**config.mk**
```make
export PLATFORM = sky130hd
export DESIGN_NAME = fib_next
export DESIGN_NICKNAME = d
export VERILOG_FILES = /design/src/rtl/fib_pkg.sv /design/src/rtl/fib_next.sv
export SDC_FILE = /design/constraint.sdc
export NUM_CORES = 1
export LEC_CHECK = 0
export BUFFER_PORTS_ARGS = -buffer_cell sky130_fd_sc_hd__buf_4
export CAP_MARGIN = 15
export CORE_AREA = 3 3 40 42
export DETAILED_ROUTE_END_ITERATION = 8
export DIE_AREA = 0 0 43 45
export GPL_TIMING_DRIVEN = 0
export PLACE_DENSITY = 0.3
export SLEW_MARGIN = 20
export SYNTH_ARGS = -nofsm -noshare
export SYNTH_HDL_FRONTEND = slang
export SYNTH_SLANG_ARGS = --single-unit
```
**constraint.sdc**
```tcl
create_clock -name vclk -period 0.9
set_clock_uncertainty 0.1 [all_clocks]
set_input_delay 0.09 -clock vclk [all_inputs]
set_output_delay 0.09 -clock vclk [all_outputs]
set_load 0.05 [all_outputs]
```
**src/rtl/fib_pkg.sv**
```systemverilog
// -----------------------------------------------------------------------------
// fib_pkg
//
// Purpose: shared definitions for the Fibonacci sequence checker and any
// Fibonacci generator built on the same adder.
//   - fib_state_e   : checker state encoding (IDLE, SEED0, SEED1, CHECK)
//   - DEFAULT_WIDTH : default term width in bits
//   - DEFAULT_CNT_W : default width of the consecutive-correct counter
//   - LOCK_THRESH   : number of consecutive correct terms needed for lock
//   - SEED0_VALUE / SEED1_VALUE : canonical seeds, enforced only when the
//     checker is built with FIB_CHK_STRICT_SEED_EN defined
//
// Ports: none (package only).
// -----------------------------------------------------------------------------
package fib_pkg;

    localparam int DEFAULT_WIDTH = 4;
    localparam int DEFAULT_CNT_W = 8;
    localparam int LOCK_THRESH   = 3;

    // The canonical Fibonacci sequence starts 0, 1.
    localparam int SEED0_VALUE = 0;
    localparam int SEED1_VALUE = 1;

    typedef enum logic [1:0] {
        IDLE  = 2'd0,
        SEED0 = 2'd1,
        SEED1 = 2'd2,
        CHECK = 2'd3
    } fib_state_e;

endpackage : fib_pkg

```
**src/rtl/fib_next.sv**
```systemverilog
// -----------------------------------------------------------------------------
// fib_next
//
// Purpose: purely combinational next-term computation for a Fibonacci
// sequence, sum_o = (a_i + b_i) mod 2^WIDTH. The same block serves the
// checker and the Fibonacci generator, so both agree on the wrap behaviour.
//
// Parameters:
//   WIDTH : term width in bits
//
// Ports:
//   a_i   [WIDTH-1:0] in   older of the two previous terms
//   b_i   [WIDTH-1:0] in   newer of the two previous terms
//   sum_o [WIDTH-1:0] out  next term, wrapped modulo 2^WIDTH
// -----------------------------------------------------------------------------
module fib_next
    import fib_pkg::*;
#(
    parameter int WIDTH = DEFAULT_WIDTH
) (
    input  logic [WIDTH-1:0] a_i,
    input  logic [WIDTH-1:0] b_i,
    output logic [WIDTH-1:0] sum_o
);

    // The carry out of the top bit is simply dropped, which is exactly the
    // modulo 2^WIDTH behaviour the sequence arithmetic wants.
    assign sum_o = a_i + b_i;

endmodule : fib_next

```
Word-level counts from Yosys, hierarchy flattened
Cells that the tools add are included.
{"block": "totals", "register_bits": 0, "in_bits": 8, "out_inout_bits": 4, "wordCells": 1}
{"block": "op_classes", "n_addsub": 1}
{"op": "4-bit adder", "n": 1}

Logic depth before layout (Yosys ltp)
Gate-level depths: netlist of run 1.
{"block": "depth", "depth_word": 1, "ltp_mapped": 4}

Worst setup path before layout of run 1
Ideal clock, no wire load.
{"block": "synth_timing", "path_type": "input to output", "start": "input a_i[0]", "end": "output sum_o[2]", "arrival_time_ns": 1.428, "path_slack_ns": -0.718, "stages": 3, "cell_sequence": "ha_1 -> fa_1 -> xor2_1"}
{"block": "synth_via", "elab_chain_len": 1}
{"item": "start, declared", "line_no": "fib_next.sv:21", "rtl": "input logic [WIDTH-1:0] a_i,"}
{"item": "4-bit adder", "line_no": "fib_next.sv:28", "rtl": "assign sum_o = a_i + b_i;"}
{"item": "end, declared", "line_no": "fib_next.sv:23", "rtl": "output logic [WIDTH-1:0] sum_o"}
No other way between the ends.

Final worst setup path of run 1
{"block": "layout_timing", "start": "input b_i[1]", "end": "output sum_o[2]"}
{"block": "layout_via", "elab_chain_len": 1}
{"item": "start, declared", "line_no": "fib_next.sv:22", "rtl": "input logic [WIDTH-1:0] b_i,"}
{"item": "4-bit adder", "line_no": "fib_next.sv:28"}
No other way between the ends.

==> results of run 1 <==
==> cells by family after synthesis <==
logic type               synth area share (%)
adder cells (fa/ha/maj)                  57.5
AO/OA/AOI/OAI                            16.3
XOR/XNOR                                 26.3
==> power by group through the flow <==
stage,Sequential (uW),Clock (uW),Combinational [uW]
2_1_floorplan,0,0,222
3_3_place_gp,0,0,290
3_5_place_dp,0,0,289
4_1_cts,0,0,330
5_1_grt,0,0,358
6_report,0,0,338
==> Yosys cell counts <==
cell type and n:
xor2_1 2, a21o_1 1, a21oi_2 1, xnor2_1 1, fa_1 1, ha_1 3
==> critical path: stages <==
cell and delay [ns]:
buf_8 0.10, buf_6 0.11, fa_2 0.42, xor2_4 0.19, buf_6 0.15
==> metal layers <==
layer,track usage (%),vias up,part of all wire (%)
met4,0,0,0
met1,5.06,57,35
met5,0,-,0
li1,-,61,-
met2,7.78,12,45
met3,0.398,0,19
==> timing repair <==
| item | in CTS | in global routing |
|---|---|---|
| gates resized for setup | 10 | 2 |
| pin swaps | 7 | 6 |
| setup endpoints to repair | 3 | 3 |
| buffers inserted | 1 | 1 |
==> worst min path at each step <==
stage,to,cells past startpoint,from
after floorplan,sum_o[0],1,b_i[0]
after global placement,sum_o[0],3,b_i[0]
after CTS,sum_o[0],3,a_i[0]
after global routing,sum_o[0],3,a_i[0]
after detailed placement,sum_o[0],3,b_i[0]
final,sum_o[0],3,a_i[0]
==> cell type report <==
class	count	share of cell area, %
Timing Repair Buffer	14	43.0
Multi-Input combinational cell	9	51.5
Tap cell	15	5.51
==> stage by stage <==
| step | hold WS [ns] | instances | utilization, % | total power [uW] |
|---|---|---|---|---|
| 2_1_floorplan | 0.275 | 9 | - | 222 |
| 3_3_place_gp | 0.461 | 36 | 21.1 | 290 |
| 3_5_place_dp | 0.463 | 36 | 21.1 | 289 |
| 4_1_cts | 0.447 | 37 | 25.3 | 330 |
| 5_1_grt | 0.454 | 38 | 26.5 | 358 |
| 6_report | 0.445 | 38 | 26.5 | 338 |
==> results by stage, run 1 <==
STA:
- The worst slew margin relative to its limit is 74.3%.
- Subtracting the final worst setup slack from the clock period gives 1.26 ns.
- The transition time at the pin with the least slew margin is 0.384 ns.
- Static timing analysis puts the maximum clock frequency at 795 MHz.
- In the final timing run, aggregate negative setup slack is -1.02 ns.
- The final count of pins violating max slew is 0.
- Setup violations remaining at the end of the flow were counted as 3.
- The count of final hold-check violations came to 0.
- The final critical-path share of the clock period is 140%.
- The worst-case setup margin in the final layout is -0.358 ns.
- Setup repair after global routing could not meet its margin everywhere.

Floorplan:
- The die is 43 um wide.
- The floorplan step defined a die boundary enclosing 1940 um^2.
- Once the floorplan was initialized, standard cells occupied 7.79% of the core.
- 12 I/O pins were placed.
- The core box area is 1280 um^2.
- From bottom edge to top edge, the die measures 45 um.
- The floorplan has 13 rows.

Synthesis:
- Summed over its instances, the top area cell type makes up 37.5% of the synthesized netlist area.
- Sequential elements use 0% of the synthesized area.
- The number of synthesis warnings is 0.
- The cell area after synthesis is 100 um^2.
- The post-synthesis area per instance is 11.1 um^2.
- The number of nets in the synthesized netlist is 21.
- In the post-synthesis netlist, the biggest area contributors are ha_1 38%, fa_1 20%, xor2_1 18%.
- The cell type contributing the most total cell area after synthesis is ha_1.
- Synthesis handed over a netlist of 9 instances.
- In this run, distinct cell masters in the synthesized netlist total 6.

Critical path:
- The critical path class is primary input to primary output.
- In this run the worst path has a maximum fanout of 2.
- The worst setup path is captured at a primary output.
- The type of origin of the critical path is a primary input.
- The most critical setup path has its endpoint at sum_o[2].
- Data on the critical path arrives at its endpoint at 1.07 ns.
- The data required time of the worst path is 0.71 ns.
- The most critical setup path has its startpoint at b_i[1].

Detailed routing:
- The first-pass iteration count of the detailed router is 1.
- In the routed design, unresolved DRC markers number 0.
- For this block, the initial DRC count from the detailed router was 0.
- The vias per cell is 3.42.
- The final routed wire length divided by cell count is 8.24 um.
- Once detail routing completed, the nets flagged for antenna violations numbered 0.
- The count of vias placed by the detailed router is 130.
- The sum of routed wire length over all layers is 313 um.

Global routing:
- The total track usage is 4.00%.
- The global route total overflow is 0.
- The largest net degree at the start of global routing is 3.
- The via count of the first global-routing pass is 157.
- The global-route wire length before repair is 621 um.
- The number of antenna violations at the first check in global routing is 0.

Run:
- Max-cap violations in this run came to 0.

Power and ir drop:
- Cell internal power was estimated by the tool at 159 uW.
- Net switching is 52.9% of the power.
- The relative contribution of combinational cells to total power is 100.0%.
- In this run the power density over the cells is 994 nW/um^2.
- The maximum ir drop on the vdd rail is 0.000438 V.
- The clock network is responsible for 0% of the overall power.
- Per report_power, the sequential group accounts for 0% of the total.
- The cell leakage power is 0.000144 uW.
- The power dissipated by switching net loads is 179 uW.

Final layout:
- After the last flow step, the layout net total stands at 37.
- Once layout is done, the placed cells without fillers occupy 340 um^2.
- The sequential cell count of the final layout is 0.
- The area taken by flip-flops and latches is 0 um^2.
- The library cell used most frequently in the layout, excluding fill and tap cells, is buf_4.
- The filler cells instantiated in the layout total 141.
- The clock buffers instantiated in the layout total 0.
- Compared with the post-synthesis result, the final layout area differs by 240%.
- The multi-input combinational cell area is 175 um^2.
- The number of antenna diodes in the final layout is 0.
- In the layout the commonest cells are 6 x buf_4, 5 x buf_6, 3 x buf_8.
- In the final layout, the share of cells above drive strength 1 is 91.3%.

Run status:
- The run finished, with violations left.
- The final reports fail on setup timing.

Placed design:
- The placed cell area is 272 um^2.
- The count of buffers inserted at the top-level ports is 12.
- Routability-driven placement finished with a final weighted congestion of 0.660.
- The post-placement setup slack is -0.480 ns.

Min path:
- The path class of the tightest hold or removal check is primary input to primary output.

Clock network:
- For this design, the CTS-stage hold fixing added 0 buffers.
No activity file was read; power rests on OpenSTA's default activity.
==> run 2: changes to the inputs <==
Settings changed: PLACE_DENSITY 0.3 to default, PLACE_DENSITY_LB_ADDON from default to 0.1.
==> run 2 against run 1 <==
The run still ends with setup timing left. Core utilization shrank 0.58 points. Non-clock buffer count is the same. Flip-flop and latch count is the same. Final area shrank 2.2%. Critical path depth grew 1. Worst hold slack gained 0.0025 ns. Power shrank 1.6%. Critical endpoint is now sum_o[3].
==> results by stage, run 2 (synthesized netlist as in run 1, its figures left out) <==
Critical path:
- The start point of the critical path is a_i[1] (was b_i[1]).
- The type of origin of the critical path was a primary input (unchanged).
- The critical path endpoint category is a primary output (unchanged).
- The data required time of the worst path was 0.71 ns (about the same).
- The maximum fanout count along the critical path is 2 (unchanged).
- The critical path class is primary input to primary output (unchanged).
- The arrival time at the worst endpoint is 1.06 ns (was 1.07 ns).

Detailed routing:
- The final routed wire length divided by cell count was 9.29 um (was 8.24 um).
- The number of remaining DRC errors is 0 (unchanged).
- The count of vias placed by the detailed router came to 128 (was 130).
- The number of nets with antenna violations after detailed routing was 0 (unchanged).
- The sum of routed wire length over all layers came to 353 um (was 313 um).
- The count of routing violations after the opening detailed-route iteration is 0 (unchanged).
- The first-pass iteration count of the detailed router is 1 (unchanged).
- The vias per cell is 3.37 (was 3.42).

Final layout:
- The net count of the finished layout is 37 (unchanged).
- The share of final-layout standard cells stronger than drive strength 1 is 91.3% (unchanged).
- The post-route core utilization was 25.9% (was 26.5%).
- Commonest cells after routing, fill and taps aside: 7 x buf_4, 5 x buf_6, 2 x ha_4, 2 x buf_8 (was 6 x buf_4, 5 x buf_6, 3 x buf_8).
- The area taken by flip-flops and latches came to 0 um^2 (unchanged).
- The sequential cell count of the final layout is 0 (unchanged).
- The most frequent standard cell in the layout excluding fill and tap cells is buf_4 (unchanged).
- The final-layout fill cell count is 136 (was 141).
- The layout clock buffer count is 0 (unchanged).
- The area of all placed cells without fillers came to 333 um^2 (was 340 um^2).
- The layout overhead on the synthesized area came to 232% (was 240%).
- The number of standard cells in the layout, taps in and fillers out is 38 (unchanged).
- The number of diodes added for antenna fixing is 0 (unchanged).
- The multi-input combinational cell area is 175 um^2 (unchanged).

Placed design:
- The number of cells after detailed placement is 36 (unchanged).
- The final weighted congestion in routability-driven placement is 0.616 (was 0.660).
- The count of buffers inserted at the top-level ports is 12 (unchanged).
- The placed cell area is 272 um^2 (unchanged).

STA:
- The final critical-path share of the clock period is 139% (was 140%).
- The worst slew margin relative to its limit is 70.8% (was 74.3%).
- The worst-case setup margin in the final layout is -0.350 ns (was -0.358 ns).
- RSZ-0062 raised after global routing: true (unchanged).
- The count of final hold-check violations came to 0 (unchanged).
- The peak clock frequency supported by timing is 800 MHz (was 795 MHz).
- The total of endpoints with negative setup slack in the final report is 3 (unchanged).
- The final count of pins violating max slew is 0 (unchanged).
- The setup TNS after final layout was -1.02 ns (about the same).
- The post-route minimum period is 1.25 ns (was 1.26 ns).
- The transition time at the pin with the least slew margin was 0.437 ns (was 0.384 ns).

Min path:
- The hold path depth is 3 (unchanged).
- The class of the worst hold path is primary input to primary output (unchanged).
- The hold path startpoint was a_i[0] (unchanged).

Power and ir drop:
- The cell leakage power is 0.000141 uW (was 0.000144 uW).
- The switching share of power is 54.2% (was 52.9%).
- The power density over the cells is 1000 nW/um^2 (was 994 nW/um^2).
- The maximum ir drop on the vdd rail is 0.000382 V (was 0.000438 V).
- The internal power is 152 uW (was 159 uW).
- The power dissipated by switching net loads came to 180 uW (was 179 uW).
- The relative contribution of combinational cells to total power came to 100.0% (about the same).
- The portion of total power attributed to sequential cells is 0% (about the same).
- The proportion of power drawn by the clock network is 0% (about the same).

Global routing:
- The number of antenna violations at the first check in global routing is 0 (unchanged).
- The total track usage is 4.08% (was 4.00%).
- The via count of the first global-routing pass is 144 (was 157).
- The global route total overflow is 0 (unchanged).
- The global-route wire length before repair is 634 um (was 621 um).
- The largest net degree at the start of global routing is 3 (unchanged).

Run status:
- Failing checks: setup timing (unchanged).
- Run status: complete, but fails checks (unchanged).

Clock network:
- The total of hold buffers inserted after clock tree synthesis is 0 (unchanged).

Floorplan:
- The overall die area is 1940 um^2 (unchanged).
- The number of ports placed on the die boundary is 12 (unchanged).
- The number of placement rows is 13 (unchanged).
- The initial cell density of the core came to 7.79% (unchanged).
- The horizontal extent of the die was 43 um (unchanged).
- The height of the die is 45 um (unchanged).
- The core box area was 1280 um^2 (unchanged).

Run:
- The max-capacitance violation count came to 0 (unchanged).
run 2: cell counts in the layout (fill, tap and decap cells not counted):
Identical to the previous run, type by type.
run 2: what timing repair did:
item / CTS / global route
pin swaps: 7 / 4
gates resized for setup: 10 / 0
setup buffers: 1 / 1
setup endpoints to repair: 3 / 3
run 2: final timing paths:
| check | endpoint | slack (ns) |
|---|---|---|
| setup / recovery | sum_o[3] | -0.35 |
| hold / removal | sum_o[0] | 0.45 |
run 2: routing by layer:
layer  part of all wire [%]  wire, um  vias to the layer above  global-route usage [%]
li1                       -         -                       60                       -
met1                     43       151                       56                    5.80
met2                     41       146                       12                    6.89
met3                     16        55                        0                   0.797
met4                      0         0                        0                       0
met5                      0         0                        -                       0
run 2: per-stage QoR:
| stage | setup WS [ns] | power, uW | hold WS [ns] |
|---|---|---|---|
| after floorplan | -0.297 | 222 | 0.275 |
| after global placement | -0.485 | 295 | 0.474 |
| after detailed placement | -0.488 | 295 | 0.472 |
| after CTS | -0.410 | 333 | 0.454 |
| after global routing | -0.395 | 350 | 0.458 |
| final | -0.350 | 333 | 0.447 |
run 2: critical path: stages:
cell and delay, ns:
buf_8 0.10, ha_4 0.22, a21o_1 0.17, a21oi_4 0.17
xnor2_4 0.13, buf_6 0.17
run 2: cell type report:
class                           count  area share [%]
Tap cell                           15            5.64
Timing Repair Buffer               14            41.7
Multi-Input combinational cell      9            52.6
run 2: power groups by stage:
stage,clock (uW),combinational (uW),sequential (uW)
finish,0,333,0
global placement,0,295,0
CTS,0,333,0
global route,0,350,0
detailed placement,0,295,0
floorplan,0,222,0
==> run 3: changes to the inputs <==
==> constraint.sdc (replaced) <==
create_clock -name vclk -period 0.9
set_clock_uncertainty 0.1 [all_clocks]
set_input_delay 0.18 -clock vclk [all_inputs]
set_output_delay 0.18 -clock vclk [all_outputs]
set_load 0.05 [all_outputs]
==> run 3 against run 2 <==
The flow still finishes with violations (setup timing). Critical path type unchanged. Highest routed layer unchanged. Sequential share of layout area is the same. Global-route usage up 0.083 points. Die area did not move. Via count unchanged. Largest power group unchanged. Core utilization grew 0.58 points. Critical path depth unchanged. Cell count stayed put. Combinational power grew 3%. Power is 3.1% higher. Worst hold slack improved by 0.14 ns. Non-clock buffer count did not move.
==> results by stage, run 3 (synthesized netlist as in run 1, its figures left out) <==
Run status:
- Run status: complete, but fails checks (unchanged).
- Failing checks: setup timing (unchanged).

Placed design:
- The final weighted congestion in routability-driven placement is 0.616 (unchanged).
- The placed cell area is 272 um^2 (unchanged).
- The post-placement setup slack is -0.668 ns (was -0.488 ns).
- The count of buffers inserted at the top-level ports is 12 (unchanged).

Detailed routing:
- The number of nets with antenna violations after detailed routing is 0 (unchanged).
- The first-pass iteration count of the detailed router was 1 (unchanged).
- The topmost layer with routed signal wires is met3 (unchanged).
- The vias per cell is 3.37 (unchanged).
- The routed length on met3 was 68 um (was 55 um).
- The count of vias placed by the detailed router is 128 (unchanged).
- The count of routing violations after the opening detailed-route iteration is 0 (unchanged).
- The wire length on met1 is 140 um (was 151 um).
- The number of remaining DRC errors is 0 (unchanged).
- The sum of met2 wire segment lengths after detailed routing is 146 um (unchanged).
- The sum of routed wire length over all layers is 355 um (was 353 um).
- The final routed wire length divided by cell count is 9.34 um (was 9.29 um).

Floorplan:
- The initial cell density of the core was 7.79% (unchanged).
- The core box area is 1280 um^2 (unchanged).
- The number of ports placed on the die boundary is 12 (unchanged).
- The horizontal extent of the die is 43 um (unchanged).
- The overall die area was 1940 um^2 (unchanged).
- The height of the die is 45 um (unchanged).
- The number of placement rows was 13 (unchanged).

Critical path:
- The critical path class is primary input to primary output (unchanged).
- The data required time of the worst path was 0.62 ns (was 0.71 ns).
- The critical path endpoint category is a primary output (unchanged).
- The maximum cell stage delay along the critical path came to 0.22 ns (about the same).
- The arrival time at the worst endpoint came to 1.15 ns (was 1.06 ns).
- The type of origin of the critical path is a primary input (unchanged).
- The highest-delay cell along the critical path is ha_4 (unchanged).
- The maximum fanout count along the critical path is 2 (unchanged).
- Critical Path, Cell by Cell: buf_8, ha_4, a21o_1, a21oi_4, xnor2_4, buf_6 (unchanged).

STA:
- The post-route minimum period is 1.43 ns (was 1.25 ns).
- The worst slew margin relative to its limit was 70.8% (about the same).
- RSZ-0062 raised after global routing: true (unchanged).
- The peak clock frequency supported by timing is 699 MHz (was 800 MHz).
- The worst-case setup margin in the final layout is -0.530 ns (was -0.350 ns).
- The setup TNS after final layout was -1.61 ns (was -1.02 ns).
- The final worst hold slack is 0.591 ns (was 0.447 ns).
- The final count of pins violating max slew is 0 (unchanged).
- The count of final hold-check violations is 0 (unchanged).
- The total of endpoints with negative setup slack in the final report was 4 (was 3).
- The transition time at the pin with the least slew margin is 0.436 ns (was 0.437 ns).
- The final critical-path share of the clock period was 159% (was 139%).

Final layout:
- The area of all placed cells without fillers came to 340 um^2 (was 333 um^2).
- The number of diodes added for antenna fixing is 0 (unchanged).
- The layout clock buffer count is 0 (unchanged).
- The final-layout fill cell count came to 134 (was 136).
- The share of final-layout standard cells stronger than drive strength 1 is 91.3% (unchanged).
- The most frequent standard cell in the layout excluding fill and tap cells is buf_4 (unchanged).
- Commonest cells after routing, fill and taps aside: 6 x buf_4, 5 x buf_6, 3 x buf_8 (was 7 x buf_4, 5 x buf_6, 2 x ha_4, 2 x buf_8).
- The net count of the finished layout is 37 (unchanged).
- The layout overhead on the synthesized area is 240% (was 232%).
- The area taken by flip-flops and latches is 0 um^2 (unchanged).
- The sequential cell count of the final layout is 0 (unchanged).

Clock network:
- The total of hold buffers inserted after clock tree synthesis is 0 (unchanged).

Global routing:
- The global-route wire length before repair is 641 um (was 634 um).
- The via count of the first global-routing pass is 144 (unchanged).
- The largest net degree at the start of global routing is 3 (unchanged).
- The number of antenna violations at the first check in global routing is 0 (unchanged).
- The global route total overflow is 0 (unchanged).
- The total track usage came to 4.17% (was 4.08%).

Power and ir drop:
- The power density over the cells was 1010 nW/um^2 (was 1000 nW/um^2).
- The maximum ir drop on the vdd rail was 0.000406 V (was 0.000382 V).
- The cell leakage power was 0.000143 uW (was 0.000141 uW).
- The total power after layout came to 343 uW (was 333 uW).

Run:
- The max-capacitance violation count is 0 (unchanged).

Min path:
- The hold path depth is 3 (unchanged).
- The class of the worst hold path is primary input to primary output (unchanged).
run 3: metal layers:
metal | up-vias | global-route usage [%]
li1 | 60 | -
met1 | 56 | 5.56
met2 | 12 | 6.89
met3 | 0 | 1.59
met4 | 0 | 0
met5 | - | 0
run 3: area by class of cell:
type / instances / area, um^2 / area share [%]
Timing Repair Buffer: 14 / 146 / 43.0
Multi-Input combinational cell: 9 / 175 / 51.5
Tap cell: 15 / 18.8 / 5.51
run 3: worst max-delay path: cells and delay by family:
kind | cells | cell delay, ns
AO/OA/AOI/OAI | 2 | 0.34
XOR/XNOR | 1 | 0.13
adder cells (fa/ha/maj) | 1 | 0.22
buffers and inverters | 2 | 0.27
run 3: metrics by stage:
stage	util, %	std cells
after floorplan	-	9
after global placement	21.1	36
after detailed placement	21.1	36
after CTS	25.9	37
after global routing	26.5	38
final	26.5	38
run 3: where the power goes:
| part | switching [uW] | leakage [uW] | internal, uW |
|---|---|---|---|
| Clock | 0 | 0 | 0 |
| Sequential | 0 | 0 | 0 |
| Combinational | 182 | 0.000143 | 161 |
| Total | 182 | 0.000143 | 161 |
run 3: path summary, 6_finish.rpt:
check	from	slack [ns]	endpoint
setup / recovery	a_i[1]	-0.53	sum_o[3]
hold / removal	a_i[0]	0.59	sum_o[0]
run 3: timing repair:
item	CTS	global route
pin swaps	7	4
endpoints found under the setup margin	4	4
buffers inserted	1	1
resized for setup	12	0
